[src/rtl/fir_line_sequencer.sv]
// fir_line_sequencer
// Sequences the U/V chroma interpolation FIR for one frame: issues the SRAM
// read addresses for U and V words, drives the FIR line/enable/load controls
// and flags each completed U'/V' odd-pixel pair for the RGB stage.
//
// Ports:
//   CLOCK_50_I    in   clock
//   reset         in   asynchronous active-high reset
//   start         in   one-cycle frame start pulse (accepted only when idle)
//   busy          out  frame in progress
//   done          out  one-cycle pulse after the last line
//   SRAM_address  out  18-bit read address, valid while sram_rd is high
//   sram_rd       out  sequencer owns the SRAM this cycle
//   line_start, line_end, enable_U, enable_V, load_U_buffer, load_V_buffer,
//   read_U_0, read_V_0, cycle   out  FIR controls
//   pair_valid    out  FIR_BUFF_U/V hold a fresh pair
//   pixel_pair    out  index of the pair flagged by pair_valid
//   line_count    out  current line
module fir_line_sequencer #(
    parameter int unsigned U_BASE       = 38400,
    parameter int unsigned V_BASE       = 57600,
    parameter int unsigned LINE_WORDS   = 80,
    parameter int unsigned NUM_LINES    = 240,
    parameter int unsigned SRAM_LATENCY = 2
) (
    input  logic        CLOCK_50_I,
    input  logic        reset,
    input  logic        start,
    output logic        busy,
    output logic        done,
    output logic [17:0] SRAM_address,
    output logic        sram_rd,
    output logic        line_start,
    output logic        line_end,
    output logic        enable_U,
    output logic        enable_V,
    output logic        load_U_buffer,
    output logic        load_V_buffer,
    output logic        read_U_0,
    output logic        read_V_0,
    output logic        cycle,
    output logic        pair_valid,
    output logic [7:0]  pixel_pair,
    output logic [7:0]  line_count
);

    localparam int unsigned ADDR_W          = 18;
    localparam int unsigned CNT_W           = 8;
    localparam int unsigned SLOTS           = 2 * LINE_WORDS;
    localparam int unsigned PHASES          = 6;
    localparam int unsigned PRO_LEN         = 8;
    localparam int unsigned PRO_ISSUES      = 6;
    localparam int unsigned LAST_ISSUE_SLOT = SLOTS - 7;
    localparam int unsigned EDGE_SLOT       = SLOTS - 4;
    localparam int unsigned PLANE_WORDS     = LINE_WORDS * NUM_LINES;
    localparam int unsigned ADDR_SPACE      = 32'd1 << ADDR_W;

    typedef enum logic [1:0] {
        S_IDLE     = 2'd0,
        S_PROLOGUE = 2'd1,
        S_COMMON   = 2'd2,
        S_DONE     = 2'd3
    } state_t;

    // Tag kinds carried through the SRAM latency pipeline
    localparam logic [1:0] K_READ0  = 2'd0;
    localparam logic [1:0] K_ENABLE = 2'd1;
    localparam logic [1:0] K_LOAD   = 2'd2;

    state_t              state_q, state_d;
    logic [2:0]          pcnt_q, pcnt_d;
    logic [2:0]          phase_q, phase_d;
    logic [CNT_W-1:0]    slot_q, slot_d;
    logic [CNT_W-1:0]    line_q, line_d;
    logic [ADDR_W-1:0]   lbase_q, lbase_d;

    logic                tag0_vld_q, tag0_v_q, tag1_vld_q, tag1_v_q;
    logic [1:0]          tag0_kind_q, tag1_kind_q;
    logic                tag_vld_d, tag_v_d;
    logic [1:0]          tag_kind_d;

    logic [ADDR_W-1:0]   word_off;
    logic [ADDR_W-1:0]   addr_d;
    logic                busy_d, done_d, rd_d, ls_d, le_d, en_u_d, en_v_d;
    logic                ld_u_d, ld_v_d, rd_u0_d, rd_v0_d, cycle_d, pv_d;
    logic [CNT_W-1:0]    pp_d;

    // State, position counters and tag pipeline
    always_ff @(posedge CLOCK_50_I or posedge reset) begin : state_reg
        if (reset) begin
            state_q     <= S_IDLE;
            pcnt_q      <= '0;
            phase_q     <= '0;
            slot_q      <= '0;
            line_q      <= '0;
            lbase_q     <= '0;
            tag0_vld_q  <= 1'b0;
            tag0_v_q    <= 1'b0;
            tag0_kind_q <= '0;
            tag1_vld_q  <= 1'b0;
            tag1_v_q    <= 1'b0;
            tag1_kind_q <= '0;
        end else begin
            state_q     <= state_d;
            pcnt_q      <= pcnt_d;
            phase_q     <= phase_d;
            slot_q      <= slot_d;
            line_q      <= line_d;
            lbase_q     <= lbase_d;
            tag0_vld_q  <= tag_vld_d;
            tag0_v_q    <= tag_v_d;
            tag0_kind_q <= tag_kind_d;
            tag1_vld_q  <= tag0_vld_q;
            tag1_v_q    <= tag0_v_q;
            tag1_kind_q <= tag0_kind_q;
        end
    end

    // Next position plus output decode; outputs are decoded from the next
    // position so the registered outputs line up with the position counters.
    always_comb begin : fsm_comb
        state_d    = state_q;
        pcnt_d     = pcnt_q;
        phase_d    = phase_q;
        slot_d     = slot_q;
        line_d     = line_q;
        lbase_d    = lbase_q;
        tag_vld_d  = 1'b0;
        tag_v_d    = 1'b0;
        tag_kind_d = K_READ0;
        word_off   = '0;
        addr_d     = '0;
        busy_d     = 1'b0;
        done_d     = 1'b0;
        rd_d       = 1'b0;
        ls_d       = 1'b0;
        le_d       = 1'b0;
        en_u_d     = 1'b0;
        en_v_d     = 1'b0;
        ld_u_d     = 1'b0;
        ld_v_d     = 1'b0;
        rd_u0_d    = 1'b0;
        rd_v0_d    = 1'b0;
        cycle_d    = 1'b0;
        pv_d       = 1'b0;
        pp_d       = '0;

        case (state_q)
            S_IDLE: begin
                if (start) begin
                    state_d = S_PROLOGUE;
                    pcnt_d  = '0;
                    line_d  = '0;
                    lbase_d = '0;
                end
            end
            S_PROLOGUE: begin
                if (pcnt_q == 3'(PRO_LEN - 1)) begin
                    state_d = S_COMMON;
                    phase_d = '0;
                    slot_d  = '0;
                end else begin
                    pcnt_d = pcnt_q + 3'd1;
                end
            end
            S_COMMON: begin
                if (phase_q == 3'(PHASES - 1)) begin
                    phase_d = '0;
                    if (slot_q == CNT_W'(SLOTS - 1)) begin
                        if (line_q < CNT_W'(NUM_LINES - 1)) begin
                            state_d = S_PROLOGUE;
                            pcnt_d  = '0;
                            line_d  = line_q + CNT_W'(1);
                            lbase_d = lbase_q + ADDR_W'(LINE_WORDS);
                        end else begin
                            state_d = S_DONE;
                        end
                    end else begin
                        slot_d = slot_q + CNT_W'(1);
                    end
                end else begin
                    phase_d = phase_q + 3'd1;
                end
            end
            default: state_d = S_IDLE;
        endcase

        busy_d = (state_d != S_IDLE);
        done_d = (state_d == S_DONE);

        case (state_d)
            S_PROLOGUE: begin
                ls_d = 1'b1;
                // Alternating U/V issues; pcnt[2:1] is both word offset and tag kind
                if (pcnt_d <= 3'(PRO_ISSUES - 1)) begin
                    rd_d       = 1'b1;
                    tag_vld_d  = 1'b1;
                    tag_v_d    = pcnt_d[0];
                    tag_kind_d = pcnt_d[2:1];
                    word_off   = ADDR_W'(pcnt_d[2:1]);
                end
            end
            S_COMMON: begin
                en_u_d  = (phase_d == 3'd0);
                en_v_d  = (phase_d == 3'd3);
                cycle_d = slot_d[0];
                le_d    = (slot_d >= CNT_W'(EDGE_SLOT));
                if (slot_d[0] && (slot_d <= CNT_W'(LAST_ISSUE_SLOT)) &&
                    ((phase_d == 3'd1) || (phase_d == 3'd4))) begin
                    rd_d       = 1'b1;
                    tag_vld_d  = 1'b1;
                    tag_v_d    = (phase_d == 3'd4);
                    tag_kind_d = K_LOAD;
                    word_off   = (ADDR_W'(slot_d) + ADDR_W'(5)) >> 1;
                end
            end
            default: ;
        endcase

        if (rd_d) begin
            addr_d = (tag_v_d ? ADDR_W'(V_BASE) : ADDR_W'(U_BASE)) + lbase_d + word_off;
        end

        // Returning read: tag1 holds the issue from SRAM_LATENCY cycles before the next cycle
        if (tag1_vld_q) begin
            case (tag1_kind_q)
                K_READ0: begin
                    rd_u0_d = ~tag1_v_q;
                    rd_v0_d = tag1_v_q;
                end
                K_ENABLE: begin
                    en_u_d = en_u_d | ~tag1_v_q;
                    en_v_d = en_v_d | tag1_v_q;
                end
                K_LOAD: begin
                    ld_u_d = ~tag1_v_q;
                    ld_v_d = tag1_v_q;
                end
                default: ;
            endcase
        end

        // Pair for slot s is complete once its last phase has run
        if ((state_q == S_COMMON) && (phase_q == 3'(PHASES - 1))) begin
            pv_d = 1'b1;
            pp_d = slot_q;
        end
    end

    // Registered outputs
    always_ff @(posedge CLOCK_50_I or posedge reset) begin : out_reg
        if (reset) begin
            busy          <= 1'b0;
            done          <= 1'b0;
            SRAM_address  <= '0;
            sram_rd       <= 1'b0;
            line_start    <= 1'b0;
            line_end      <= 1'b0;
            enable_U      <= 1'b0;
            enable_V      <= 1'b0;
            load_U_buffer <= 1'b0;
            load_V_buffer <= 1'b0;
            read_U_0      <= 1'b0;
            read_V_0      <= 1'b0;
            cycle         <= 1'b0;
            pair_valid    <= 1'b0;
            pixel_pair    <= '0;
        end else begin
            busy          <= busy_d;
            done          <= done_d;
            SRAM_address  <= addr_d;
            sram_rd       <= rd_d;
            line_start    <= ls_d;
            line_end      <= le_d;
            enable_U      <= en_u_d;
            enable_V      <= en_v_d;
            load_U_buffer <= ld_u_d;
            load_V_buffer <= ld_v_d;
            read_U_0      <= rd_u0_d;
            read_V_0      <= rd_v0_d;
            cycle         <= cycle_d;
            pair_valid    <= pv_d;
            pixel_pair    <= pp_d;
        end
    end

    assign line_count = line_q;

    // Configuration sanity: both planes fit the 18-bit space, fixed latency
    always_ff @(posedge CLOCK_50_I) begin : cfg_check
        assert ((U_BASE + PLANE_WORDS <= ADDR_SPACE) && (V_BASE + PLANE_WORDS <= ADDR_SPACE) &&
                (LINE_WORDS >= 4) && (SRAM_LATENCY == 2))
            else $error("fir_line_sequencer: bad configuration");
    end

endmodule
[config.mk]
export PLATFORM = sky130hd
export DESIGN_NAME = fir_line_sequencer
export DESIGN_NICKNAME = d
export VERILOG_FILES = /design/src/rtl/fir_line_sequencer.sv
export SDC_FILE = /design/constraint.sdc
export NUM_CORES = 1
export LEC_CHECK = 0
export CORE_MARGIN = 2
export CORE_UTILIZATION = 57
export CTS_CLUSTER_SIZE = 12
export DETAILED_ROUTE_END_ITERATION = 8
export MAX_ROUTING_LAYER = met4
export PLACE_DENSITY = 0.84
export SYNTH_ARGS = -nofsm -noshare
export SYNTH_HDL_FRONTEND = slang
export SYNTH_SLANG_ARGS = --single-unit
[constraint.sdc]
create_clock -name CLOCK_50_I -period 6 [get_ports CLOCK_50_I]
set_input_delay 0.9 -clock CLOCK_50_I [delete_from_list [all_inputs] [get_ports CLOCK_50_I]]
set_output_delay 0.9 -clock CLOCK_50_I [all_outputs]
set_load 0.02 [all_outputs]
Word-level counts from Yosys, hierarchy flattened
Cells that the tools add are included.
{"block": "word_totals", "register_bits": 88, "inputBits": 3, "output_inout_bits": 47}
{"block": "op_classes", "add_sub_neg": 8, "order_cmp": 4, "eq_ne": 17, "n_mux": 62, "bitwise_logic": 3, "n_reduce_logical": 10}
{"operator": "18-bit two-way mux", "n": 5}
{"operator": "8-bit two-way mux", "n": 9}
{"operator": "8-bit case mux with 2 select lines", "n": 3}
{"operator": "18-bit case mux with 2 select lines", "n": 1}
{"operator": "1-bit two-way mux", "n": 22}
{"operator": "3-bit two-way mux", "n": 7}
{"operator": "16-bit by 18-bit adder with 18-bit output", "n": 1}
{"operator": "18-bit adder", "n": 1}
{"operator": "18-bit by 7-bit adder with 18-bit output, second input constant", "n": 1}
{"operator": "8-bit by 1-bit adder with 8-bit output, second input constant", "n": 2}
{"operator": "2-bit two-way mux", "n": 8}
{"operator": "15-bit two-way mux", "n": 1}
{"operator": "8-bit by 3-bit adder with 9-bit output, second input constant", "n": 1}
{"operator": "3-bit equality test, second input constant", "n": 3}
{"operator": "3-bit case mux with 3 select lines", "n": 1}
{"operator": "2-bit equality test, second input constant", "n": 4}
{"operator": "8-bit equality test, second input constant", "n": 1}
{"operator": "8-bit greater-or-equal comparator, second input constant", "n": 1}
{"operator": "8-bit less-or-equal comparator, second input constant", "n": 1}
{"operator": "8-bit < comparator, second input constant", "n": 1}
{"operator": "2-bit inequality test, second input constant", "n": 4}
{"operator": "3-bit by 1-bit adder with 3-bit output, second input constant", "n": 2}
{"operator": "2-bit by 1-bit equality test with 1-bit output, second input constant", "n": 3}
{"operator": "2-bit case mux with 3 select lines", "n": 1}
{"operator": "14 further kinds", "n": 20}

Depth between registers and ports, before layout
{"block": "depth", "word_depth": 13, "ltp_mapped": 23}

Worst setup path before layout
OpenSTA, ideal clock, no wires.
{"block": "synth_timing", "path_kind": "reg2reg", "startpoint": "reg line_q[0] (netlist: line_count[0])", "endpoint": "reg SRAM_address[15]", "setup_ps": 119, "arrival_ps": 4743, "setup_slack_ps": 1139, "stages_incl_launch_ff": 24, "path_buffers": 1, "period_less_slack_ps": 4861, "cell_sequence": "dfrtp_1 > ha_1 > a31oi_1 > or2_2 > clkbuf_1 > a21oi_2 > o21ai_0 > a31o_2 > inv_1 > ha_1 > inv_1 > nor2_1 > and3_2 > nand2_1 > nor3_1 > ha_1 > and3_1 > a221oi_1 > o21ai_0 > o41a_1 > and4_1 > a211oi_1 > xnor2_1 > nor2_1"}
{"block": "synth_via", "word_cells_on_any_way": 26}
{"item": "from (decl)", "line": "74", "text": "logic [CNT_W-1:0] line_q, line_d;"}
{"item": "from (signal assigned)", "line": "108", "text": "line_q <= line_d;"}
{"item": "8-bit < comparator (*)", "line": "170", "text": "if (line_q < CNT_W'(NUM_LINES - 1)) begin"}
{"item": "2-bit two-way mux (*)", "line": "170"}
{"item": "2-bit two-way mux (*)", "line": "169", "text": "if (slot_q == CNT_W'(SLOTS - 1)) begin"}
{"item": "2-bit two-way mux (*)", "line": "167", "text": "if (phase_q == 3'(PHASES - 1)) begin"}
{"item": "2-bit case mux with 3 select lines (*)", "line": "148", "text": "case (state_q)"}
{"item": "named net state_d[1]", "line": "70", "text": "state_t state_q, state_d;"}
{"item": "2-bit equality test / 2-bit by 1-bit equality test with 1-bit output (equally long branches)", "line": "191", "text": "case (state_d)"}
{"item": "1-bit case mux with 2 select lines", "line": "191"}
{"item": "15-bit two-way mux", "line": "221", "text": "addr_d = (tag_v_d ? ADDR_W'(V_BASE) : ADDR_W'(U_BASE)) + lbase_d + word_off;"}
{"item": "16-bit by 18-bit adder with 18-bit output", "line": "221"}
{"item": "18-bit adder", "line": "221"}
{"item": "18-bit two-way mux (*)", "line": "220", "text": "if (rd_d) begin"}
{"item": "named net addr_d[15]", "line": "83", "text": "logic [ADDR_W-1:0] addr_d;"}
{"item": "to (signal assigned)", "line": "271", "text": "SRAM_address <= addr_d;"}
{"item": "to (decl)", "line": "31", "text": "output logic [17:0] SRAM_address,"}
Mark *: on every way through the listed nets, which the timed path passes. The rest lies on a longest branch.
A chain may end at the register's enable or synchronous reset.

Worst setup path after layout
{"block": "layout_timing", "startpoint": "reg line_q[1] (netlist: line_count[1])", "endpoint": "reg SRAM_address[15]"}
Same word-level chain as after synthesis.

==> out/qor.txt <==
Status = complete, no violations
Clock sinks = 88
Data arrival, critical path = 5.78 ns
Worst slew pin tran = 1.11 ns
Final Max Slew Viols = 0
Leakage = 2.67 nW
Starting DRC count in detailed routing = 448
Post-Synthesis Cell Area = 0.00492 mm^2
Via/cell ratio = 6.20
Most used routing layer = met2
Area Growth Syn to Fin = 16.5%
Final hold vios = 0
CTS clock-pin slew for the worst setup and hold paths = 0.08 ns
Port bufs = 49
Min-delay worst type = flip-flop to flip-flop
Worst r2r path cells = 22
Hold Crit Start = tag0_v_q
Ys Warns = 0
Routed vias = 4120
Largest family of logic cells by synthesized area = simple AND/OR/NAND/NOR gates
Register area share after synthesis = 0.447
Synth unique cells = 75
Commonest cells after routing, fill and taps aside = dfrtp_1, clkdlybuf4s50_1, nand2_1, nor2_1, o21ai_0
Number of synthesized flops with an enable pin = 0
First drt pass iteration count = 5
R2R setup slack = 0.45 ns
Hold Path Depth = 0
RSZ-0062 raised after global routing = false
DIE AREA = 0.00940 mm^2
Hold path endpoint = tag1_v_q
Post-synthesis async set-or-reset flop share = 1.00
Mux cell area share after synthesis = 0.0127
Kind of critical path = flip-flop to flip-flop
CP required = 6.22 ns
Simple-gate share of the synthesized area = 0.212
DRC Markers = 0
Slew Limit Headroom = 0.261
Gr usage total = 0.270
# setup viols final = 0
Total CTS buffers = 9
Wire per inst = 17.9 um
RD Place Congestion = 1.00
CP Max Fanout = 6
Compound-Gate Fraction of Synth Area = 0.179
Post-CTS Resized = 0
Synth area leader = dfrtp_1
Final WL = 11.9 mm
Antenna Cells = 0
Gate Count Post-Synth = 499
CP startpoint kind = flip-flop
Total grt overflow = 0
Die Wd = 96.9 um
GR Util met1 = 0.365
Clock Tree Buf Depth = 2
Postcts setup bufs = 0
First-pass GRT wire length = 20.1 mm
HPWL after DPL = 8.39 mm
CTS tree = done
Synth Area in Adders = 0.0803
Max Freq = 180 MHz
GRT met2 Usage = 0.401
Top Ports = 50
Core Rows = 33
Pin count of the biggest net entering global routing = 86
Area contributors post-synth = dfrtp_1, ha_1, nand2_1
Fin crit share = 0.925
Share of layout cells above drive strength 1 = 0.104
Peak supply drop = 0.171 mV
Reg2reg end = SRAM_address[15]
Die Y = 96.9 um
Reg2reg start = line_count[1]
CTS Hold Bufs = 0
Initial Utilization = 0.593
Final core occ = 0.691
Post-synth top flop = dfrtp_1
Setup TNS = 0 ns
Avg Cell Area, Syn = 9.87 um^2
Syn Nets = 533
Post-layout min period = 5.55 ns
Antenna violations before repair = 0
Yosys reg bits = 88
Clk_skew = 0.0109 ns
CP endpoint kind = flip-flop
Max Cap Viol = 0
Most common cell after layout, fill and taps aside = dfrtp_1
Core area = 0.00830 mm^2
Synth top area share = 0.447
Nets = 589
XOR/XNOR Fraction of Synth Area = 0.0338
M3 GR Usage = 0.0701
PD cells = 333 mW/mm^2
Post-route ant nets = 0
Vias in the first global route = 4094
Clock latency on the worst-skew pair = 0.36 ns
Clk root buf = clkbuf_8
Htree depth = 3
layout make-up:
type,instances,area (um^2)
clock buffer,12,145
clock inverter,3,42.5
fill,631,2560
inverter,26,98.8
multi-input combinational,371,2550
sequential,88,2200
tap,105,131
timing repair buffer,59,566
cell usage after synthesis (all sizes together), types with 3 or more instances:
master   number
dfrtp        88
nand2        47
nor2         47
o21ai        34
ha           30
inv          26
a21oi        20
and3         16
nand3        12
clkbuf       10
nand4        10
xor2         10
a31oi         9
and2          9
nor3          9
xnor2         9
nor2b         8
o31ai         8
a31o          6
nor3b         6
a21o          5
a211oi        4
and4          4
buf           4
mux2i         4
nand4b        4
nor4          4
a21boi        3
a2bb2oi       3
nand2b        3
o211ai        3
o21a          3
o21bai        3
or2           3
or3           3
metal layers:
layer	share of wire	vias up
met2	0.46	173
met3	0.073	27
met4	0.019	0
met5	0	-
li1	-	1902
met1	0.45	2018
flip-flops by register name (all words and copies together), names as in the netlist, 3 cells and up:
signal / count
phase_q: 3
lbase_q: 18
slot_q: 8
pcnt_q: 3
SRAM_address: 18
line_count: 8
pixel_pair: 8
power breakdown:
part,internal [W],switching [W],total (W)
sequential,0.000668,0.0000487,0.000717
combinational,0.000301,0.000483,0.000784
clock,0.000202,0.000207,0.000409
metrics by stage:
stage / area (um^2) / hold WS (ns) / cells / setup slack (ns) / power [W]
5_1_grt: 5740 / 0.365 / 664 / 0.0955 / 0.00202
3_3_place_gp: 5550 / 0.332 / 649 / 0.727 / 0.00147
4_1_cts: 5740 / 0.355 / 664 / 0.574 / 0.00191
6_report: 5740 / 0.350 / 664 / 0.448 / 0.00191
2_1_floorplan: 4920 / 0.331 / 499 / 1.14 / 0.00126
3_5_place_dp: 5550 / 0.341 / 649 / 0.517 / 0.00150
cells by family after synthesis:
family | after synthesis
DFF | 88
other | 1
AOI/OAI and AO/OA | 123
xor gates and xnor gates | 19
and+or+nand+nor | 191
buffers and inverters | 40
adders and majority gates | 31
muxes | 6
how the worst max path moves through the flow:
stage	from	to	slack [ns]	cells past startpoint
finish	line_count[1]	SRAM_address[15]	0.45	22
detailed placement	start	SRAM_address[15]	0.52	20
global route	line_count[1]	SRAM_address[15]	0.1	22
CTS	line_count[1]	SRAM_address[15]	0.57	22
floorplan	line_count[0]	SRAM_address[15]	1.14	23
global placement	start	SRAM_address[15]	0.73	20
worst max-delay path: stages (launching register included):
cell	delay [ns]
dfrtp_1	0.51
ha_1	0.35
a31oi_1	0.16
or2_2	0.40
a21oi_2	0.25
o21ai_0	0.14
a31o_2	0.29
inv_1	0.11
ha_1	0.16
inv_1	0.06
nor2_1	0.13
and3_2	0.25
nand3_1	0.08
a21boi_0	0.34
ha_1	0.31
a21o_1	0.19
a221oi_1	0.34
o21ai_0	0.21
o41a_1	0.42
and4_1	0.25
a211oi_1	0.26
xnor2_1	0.15
nor2_1	0.05
Note: power is estimated with default switching activity, not from simulation.
